## src/rtl/irq_pkg.sv

```systemverilog
// Shared types and constants for the machine-mode interrupt controller.
package irq_pkg;

  typedef enum logic [1:0] {
    IDLE,
    TRAP,
    SERVICE,
    ACK
  } irq_state_t;

  localparam logic [31:0] IRQ_CAUSE_BASE = 32'h8000_0010;
  localparam int          IRQ_MAX        = 16;

  // Index width for n sources; a single source still needs one bit.
  function automatic int idx_width(input int n);
    return (n > 1) ? $clog2(n) : 1;
  endfunction

endpackage

```

## src/rtl/irq_controller_if.sv

```systemverilog
// Request/trap/acknowledge bundle between interrupt sources, the core and the controller.
interface irq_controller_if #(
  parameter int IRQ_NUM = 16
);

  logic [IRQ_NUM-1:0] irq_req_i;
  logic [31:0]        mie_i;
  logic               exception_i;
  logic               stall_i;
  logic               mret_i;
  logic               irq_o;
  logic [31:0]        irq_cause_o;
  logic [IRQ_NUM-1:0] irq_ack_o;

  modport master (
    output irq_req_i, mie_i, exception_i, stall_i, mret_i,
    input  irq_o, irq_cause_o, irq_ack_o
  );

  modport slave (
    input  irq_req_i, mie_i, exception_i, stall_i, mret_i,
    output irq_o, irq_cause_o, irq_ack_o
  );

endinterface

```

## src/rtl/irq_priority_encoder.sv

```systemverilog
// Fixed-priority encoder: reports the lowest set bit of the pending vector.
module irq_priority_encoder
  import irq_pkg::*;
#(
  parameter  int IRQ_NUM = 16,
  localparam int IDX_W   = idx_width(IRQ_NUM)
) (
  input  logic [IRQ_NUM-1:0] pending_i,
  output logic               valid_o,
  output logic [IDX_W-1:0]   index_o
);

  // Scan from the top down so the lowest set bit is the last one written.
  always_comb begin
    valid_o = |pending_i;
    index_o = '0;
    for (int i = IRQ_NUM - 1; i >= 0; i--) begin
      if (pending_i[i]) begin
        index_o = IDX_W'(i);
      end
    end
  end

endmodule

```

## src/rtl/irq_controller.sv

```systemverilog
// Non-nesting interrupt controller: mask, prioritise, raise the trap, wait for mret, acknowledge.
module irq_controller
  import irq_pkg::*;
#(
  parameter int IRQ_NUM = 16
) (
  input  logic             clk_i,
  input  logic             rst_ni,
  irq_controller_if.slave  bus
);

  localparam int IDX_W = idx_width(IRQ_NUM);

  if (IRQ_NUM < 1 || IRQ_NUM > IRQ_MAX) begin : g_bad_param
    $error("irq_controller: IRQ_NUM out of range");
  end

  irq_state_t         state_q, state_d;
  logic [IDX_W-1:0]   idx_q, idx_d;
  logic [31:0]        cause_q, cause_d;
  logic [IRQ_NUM-1:0] pending;
  logic               pend_valid;
  logic [IDX_W-1:0]   pend_idx;
  logic [IRQ_NUM-1:0] ack;
  logic               unused_mie;

  assign pending    = bus.irq_req_i & bus.mie_i[IRQ_NUM-1:0];
  assign unused_mie = ^bus.mie_i[31:IRQ_NUM];

  irq_priority_encoder #(
    .IRQ_NUM (IRQ_NUM)
  ) u_prio (
    .pending_i (pending),
    .valid_o   (pend_valid),
    .index_o   (pend_idx)
  );

  always_ff @(posedge clk_i or negedge rst_ni) begin
    if (!rst_ni) begin
      state_q <= IDLE;
      idx_q   <= '0;
      cause_q <= '0;
    end else begin
      state_q <= state_d;
      idx_q   <= idx_d;
      cause_q <= cause_d;
    end
  end

  // The index and cause are captured only on leaving IDLE and never revisited until the next trap.
  always_comb begin
    state_d = state_q;
    idx_d   = idx_q;
    cause_d = cause_q;
    case (state_q)
      IDLE: begin
        if (pend_valid && !bus.exception_i) begin
          idx_d   = pend_idx;
          cause_d = IRQ_CAUSE_BASE + 32'(pend_idx);
          state_d = TRAP;
        end
      end
      TRAP: begin
        if (!bus.stall_i) begin
          state_d = SERVICE;
        end
      end
      SERVICE: begin
        if (bus.mret_i) begin
          state_d = ACK;
        end
      end
      ACK:     state_d = IDLE;
      default: state_d = IDLE;
    endcase
  end

  for (genvar gi = 0; gi < IRQ_NUM; gi++) begin : g_ack
    assign ack[gi] = (state_q == ACK) && (idx_q == IDX_W'(gi));
  end

  assign bus.irq_o       = (state_q == TRAP);
  assign bus.irq_cause_o = cause_q;
  assign bus.irq_ack_o   = ack;

endmodule
```

## src/flat_wrapper.sv

```systemverilog
// flat-port wrapper written by rule: the top's interface ports become plain ports
module irq_controller_flat import irq_pkg::*;
#(
  parameter int IRQ_NUM = 16
)
  (clk_i, rst_ni, bus_irq_req_i, bus_mie_i, bus_exception_i, bus_stall_i, bus_mret_i, bus_irq_o, bus_irq_cause_o, bus_irq_ack_o);
  irq_controller_if #(.IRQ_NUM(IRQ_NUM)) bus_i ();
  input  logic clk_i;
  input  logic rst_ni;
  input wire logic [$bits(bus_i.irq_req_i)-1:0] bus_irq_req_i;
  input wire logic [$bits(bus_i.mie_i)-1:0] bus_mie_i;
  input wire logic [$bits(bus_i.exception_i)-1:0] bus_exception_i;
  input wire logic [$bits(bus_i.stall_i)-1:0] bus_stall_i;
  input wire logic [$bits(bus_i.mret_i)-1:0] bus_mret_i;
  output wire logic [$bits(bus_i.irq_o)-1:0] bus_irq_o;
  output wire logic [$bits(bus_i.irq_cause_o)-1:0] bus_irq_cause_o;
  output wire logic [$bits(bus_i.irq_ack_o)-1:0] bus_irq_ack_o;
  assign bus_i.irq_req_i = bus_irq_req_i;
  assign bus_i.mie_i = bus_mie_i;
  assign bus_i.exception_i = bus_exception_i;
  assign bus_i.stall_i = bus_stall_i;
  assign bus_i.mret_i = bus_mret_i;
  assign bus_irq_o = bus_i.irq_o;
  assign bus_irq_cause_o = bus_i.irq_cause_o;
  assign bus_irq_ack_o = bus_i.irq_ack_o;
  irq_controller #(.IRQ_NUM(IRQ_NUM)) u_core (.clk_i(clk_i), .rst_ni(rst_ni), .bus(bus_i));
endmodule
```

## config.mk

```make
export PLATFORM = sky130hd
export DESIGN_NAME = irq_controller_flat
export DESIGN_NICKNAME = d
export VERILOG_FILES = /design/src/rtl/irq_pkg.sv /design/src/rtl/irq_controller_if.sv /design/src/rtl/irq_priority_encoder.sv /design/src/rtl/irq_controller.sv /design/src/flat_wrapper.sv
export SDC_FILE = /design/constraint.sdc
export NUM_CORES = 1
export LEC_CHECK = 0
export BUFFER_PORTS_ARGS = -buffer_cell sky130_fd_sc_hd__clkbuf_2
export CAP_MARGIN = 20
export CORE_MARGIN = 2
export CORE_UTILIZATION = 37
export DETAILED_ROUTE_END_ITERATION = 10
export PLACE_DENSITY = 0.87
export SETUP_SLACK_MARGIN = 0.4
export SKIP_CTS_REPAIR_TIMING = 1
export SLEW_MARGIN = 20
export SYNTH_ARGS = -nofsm -noshare
export SYNTH_HDL_FRONTEND = slang
export SYNTH_HIERARCHICAL = 1
export SYNTH_SLANG_ARGS = --single-unit
```

## constraint.sdc

```tcl
create_clock -name clk_i -period 2.5 [get_ports clk_i]
set_clock_uncertainty 0.2 [all_clocks]
set_input_delay 0.125 -clock clk_i [delete_from_list [all_inputs] [get_ports clk_i]]
set_output_delay 0.125 -clock clk_i [all_outputs]
set_load 0.01 [all_outputs]
```

After elaboration in Yosys (flattened, before gate mapping)
Index checks and enable logic that the tools add are counted.
Operators by class
  reduce and logical (&&, ||, !) cells: 23
  add/sub/neg operators: 1
  shifts and indexed selects: 0
  muxes and demuxes: 20
  multiply operators: 0
  order comparisons: 0
  bitwise logic cells: 1
  equality and inequality tests: 21
  divide/modulo/power cells: 0
Operator list (number)
  two-way mux 4 bit: 16
  adder 32 x 4 -> 32 bit, first input constant: 1
  == test 4 bit, second input constant: 8
  logical AND 1 bit: 17
  bitwise AND 16 bit: 1
  == test 4 x 3 -> 1 bit, second input constant: 4
  OR reduction 16 bit: 1
  == test 4 x 2 -> 1 bit, second input constant: 2
  case mux 2 bit (4 select lines): 1
  two-way mux 2 bit: 3
  == test 2 bit, second input constant: 2
  == test 4 x 1 -> 1 bit, second input constant: 1
  zero test 4 bit: 1
  != test 2 bit, second input constant: 2
  AND reduction 3 bit: 1
  == test 2 x 1 -> 1 bit, second input constant: 1
  zero test 2 bit: 1
  != test 2 x 1 -> 1 bit, second input constant: 1
  AND reduction 2 bit: 1
  zero test 1 bit: 1
Storage, ports and cells
  bits in read-only memories: 0
  bits of input ports: 53
  memory bits (writable): 0
  register bits after elaboration: 38
  memories: 0
  latch bits: 0
  output and inout port bits: 49

Logic depth before layout (Yosys ltp)
  word-level depth: 18
  depth in mapped cells: 7
  gate-level depth less buffers: 7

Hierarchy
The synthesis kept the hierarchy.
Modules (own cells, without submodules)
  irq_controller: times used 1, area each 758.2 um^2, cells an instance 92
  irq_priority_encoder: times used 1, area each 176.4 um^2, cells an instance 34

Least setup slack after synthesis
Ideal clock, no wire load.
  path kind: input-to-reg
  from: input bus_irq_req_i[4]
  to: register u_core.state_q[1]
  path buffers: 0
  setup time: 125 ps
  cell stages on the path: 7
  path slack: 648 ps
  arrival: 1527 ps
  path through: and2_1 -> nor4_2 -> nand3_1 -> or3_1 -> nand2b_1 -> a221o_1 -> mux2_4
Between the ends
  longest elaborated chain between the ends: 5
RTL lines
  start: declaration: line flat_wrapper.sv:10  | input wire logic [$bits(bus_i.irq_req_i)-1:0] bus_irq_req_i;
  bitwise AND 16 bit: line irq_controller.sv:27  | assign pending = bus.irq_req_i & bus.mie_i[IRQ_NUM-1:0];
  OR reduction 16 bit: line irq_priority_encoder.sv:15  | valid_o = |pending_i;
  named net u_core.pend_valid: line irq_controller.sv:22  | logic pend_valid;
  logical AND 1 bit: line irq_controller.sv:57  | if (pend_valid && !bus.exception_i) begin
  != test 2 x 1 -> 1 bit (no source line)
  AND reduction 3 bit (no source line)
  end signal: assignment: line irq_controller.sv:44  | state_q <= state_d;
  end: declaration: line irq_controller.sv:18  | irq_state_t state_q, state_d;
The timed path passes the listed nets, and every way through them passes these cells.
A chain may end at the register's enable or synchronous reset.

Worst setup path after layout
  from: register u_core.state_q[1]
  to: output bus_irq_ack_o[0]
Between the ends
  longest elaborated chain between the ends: 2
RTL lines
  == test 2 bit: line irq_controller.sv:79  | assign ack[gi] = (state_q == ACK) && (idx_q == IDX_W'(gi));
  logical AND 1 bit: line irq_controller.sv:79
  end: declaration: line flat_wrapper.sv:17  | output wire logic [$bits(bus_i.irq_ack_o)-1:0] bus_irq_ack_o;
No other way between the ends.

==> impl_metrics.toml <==
[outcome]
status = "completed"

[drt]
routedWlPerCell_microns = 8.822
drtPass1Iterations = 4
ant_nets = 0
drt_iter0_markers = 5
drt-total-wl_microns = 1932
drc = 0
via_count = 965
via_per_inst = 4.406

[clock_tree]
clk_latency_ps = 240
clkTransAtPathRegs_ps = 50
cts_tree = "built"
cts_root_buf = "clkbuf_4"
cts_max_path_buffers = 2
cts.htree.levels = 1
numCtsBuffers = 3
cts.sinks = 7

[global_route]
globalRouteOverflowTotal = 0
grt_start_max_net_pins = 10
grt_pass1_wl_microns = 2601
grt_antenna_before_repair = 0
grt_pass1_vias = 732
track_usage_pct = 12.14

[pwr]
switchingPower_mw = 0.3091
power_frac_comb_pct = 55.9
peakVddDrop_v = 0.0002745
p_int_mw = 0.4201
p_total_mw = 0.7292
p_leak_nw = 0.6651
clock_power_share_pct = 13.4
power_density_mw_per_mm2 = 605.2
swShare_pct = 42.39
seqPwrFrac_pct = 30.7

[yosys]
yosysSeqAreaShare_pct = 18.74
ys_seq_elements = 7
synthDistinctLibCells = 29
syn-mean-instance-area_sq_um = 7.418
ys_warn_count = 6
synth_cells = 126
syn_area_sq_um = 934.6

[cells_and_area]
layout-drive-gt1-share_pct = 36.51
antenna_cells = 0
nFillCells = 271
fin_nets = 247
area_delta_synth_final_pct = 28.92

[floorplanning]
start_util_pct = 38.43
core_area_sq_mm = 0.002432
ios = 102
rows = 18
die_h_microns = 54.26
die_w_microns = 54.26
dieArea_sq_mm = 0.002944

[sta]
fin_tns_setup_ps = 0
period_minus_slack_ps = 1926
clock.fmax_ghz = 0.5193
fin_crit_sh_pct = 77.03
final_hold_viol_count = 0
setup_violations = 0
drv_slew = 0
rsz0062_at_grt = "false"

[critical_path]
critPathRequiredTime_ps = 2170
critical_path_class = "reg -> out"
cp.arrival_ps = 1600
crit_fanout = 4
worstSetupStartpointType = "register"
end_kind = "output port"

[worst_hold_path]
hold_class = "in -> async"

[job]
timing.max_cap.violations = 0

[place]
gp_congestion = 0.7815
io_buffers = 59
post-dp-hpwl_microns = 1728
[sequential cells by signal (all words and copies together), names as in the netlist]
name,count
u_core/idx_q,3
u_core/bus.irq_cause_o,2
u_core/state_q,2
[critical path: stages (launching register included)]
cell	delay, ps
dfrtp_1	390
ha_1	220
or3b_1	420
nor3_1	170
clkbuf_2	160
[stage by stage]
stage                     setup slack [ps]  instances  instance area, sq um  hold slack [ps]  utilization (%)
after floorplan                      648.0        151                  1028           -370.6                -
after global routing                 424.7        219                  1205            84.28            49.54
after CTS                            528.2        217                  1185           -501.6            48.71
after global placement               453.6        213                  1159           -238.2            47.63
after detailed placement             410.8        213                  1159           -237.2            47.63
final                                574.2        219                  1205            55.01            49.54
[area by class of cell]
| class | count | area [sq um] | area share [%] |
|---|---|---|---|
| Clock buffer | 4 | 26.28 | 2.181 |
| Sequential cell | 7 | 175.2 | 14.54 |
| Inverter | 5 | 18.77 | 1.558 |
| Multi-Input combinational cell | 112 | 631.9 | 52.44 |
| Timing Repair Buffer | 61 | 315.3 | 26.17 |
| Tap cell | 30 | 37.54 | 3.115 |
[cells in the mapped netlist, drive strengths merged]
cell type   n  area, sq um
buf        27        202.7
nor2       20        77.58
and2       16        100.1
dfrtp       7        175.2
nand2       6        22.52
inv         5        18.77
mux2        5        60.05
nand2b      5        31.28
nor3        5        25.02
a21oi       4        20.02
ha          4        50.05
nand3       3        15.01
nand3b      3        22.52
a31oi       2        12.51
nor4        2        18.77
o21ai       2        10.01
a211oi      1        7.510
a221o       1        10.01
and3        1        6.260
conb        1        3.750
nor2b       1        6.260
o22ai       1        6.260
o311a       1        10.01
o31ai       1        7.510
or3         1        6.260
or3b        1        8.760
[cell usage in the layout, fill, tap and decap left out, drive strengths merged, types with 2 or more instances in the layout]
| master | n |
|---|---|
| a21oi | 4 |
| a31oi | 2 |
| and2 | 16 |
| clkbuf | 63 |
| conb | 26 |
| dfrtp | 7 |
| dlygate4sd3 | 2 |
| ha | 4 |
| inv | 5 |
| mux2 | 5 |
| nand2 | 6 |
| nand2b | 5 |
| nand3 | 3 |
| nand3b | 3 |
| nor2 | 20 |
| nor3 | 5 |
| nor4 | 2 |
| o21ai | 2 |
[kinds of logic (layout without fill, tap and decap cells)]
group	after synthesis	after routing	synth area share (%)
AO/OA/AOI/OAI	13	13	8.970
AND/OR/NAND/NOR	64	64	36.41
adder cells (fa/ha/maj)	4	4	5.355
multiplexers	5	5	6.425
other	1	26	0.4012
buffers and inverters	32	70	23.69
flip-flops	7	7	18.74
[worst paths after layout]
| check | from | slack, ps | to | depth (start not counted) |
|---|---|---|---|---|
| max in group asynchronous | rst_ni | 1890 | u_core/bus.irq_cause_o[4] | 2 |
| setup reg to reg | u_core/state_q[0] | 800 | u_core/state_q[1] | 5 |
| setup / recovery | u_core/state_q[1] | 570 | bus_irq_ack_o[0] | 4 |
| min in group clk_i | bus_exception_i | 110 | u_core/bus.irq_cause_o[4] | 3 |
| hold reg to reg | u_core/bus.irq_cause_o[4] | 300 | u_core/bus.irq_cause_o[4] | 1 |
| hold / removal | rst_ni | 60 | u_core/bus.irq_cause_o[3] | 2 |
[power by group through the flow]
stage,logic [mW],clock network (mW),registers [mW]
floorplan,0.309,0,0.226
global placement,0.398,0,0.225
detailed placement,0.406,0,0.228
CTS,0.408,0.102,0.226
global route,0.458,0.105,0.236
finish,0.407,0.0978,0.224
[per-layer routing]
metal / share of wire (%) / vias up / GRT usage, %
met3: 12 / 0 / 1.093
met5: 0 / - / 0
li1: - / 496 / -
met1: 36 / 413 / 11.28
met4: 0 / 0 / 7.500
met2: 52 / 56 / 24.70
No activity file was read; power rests on OpenSTA's default activity.
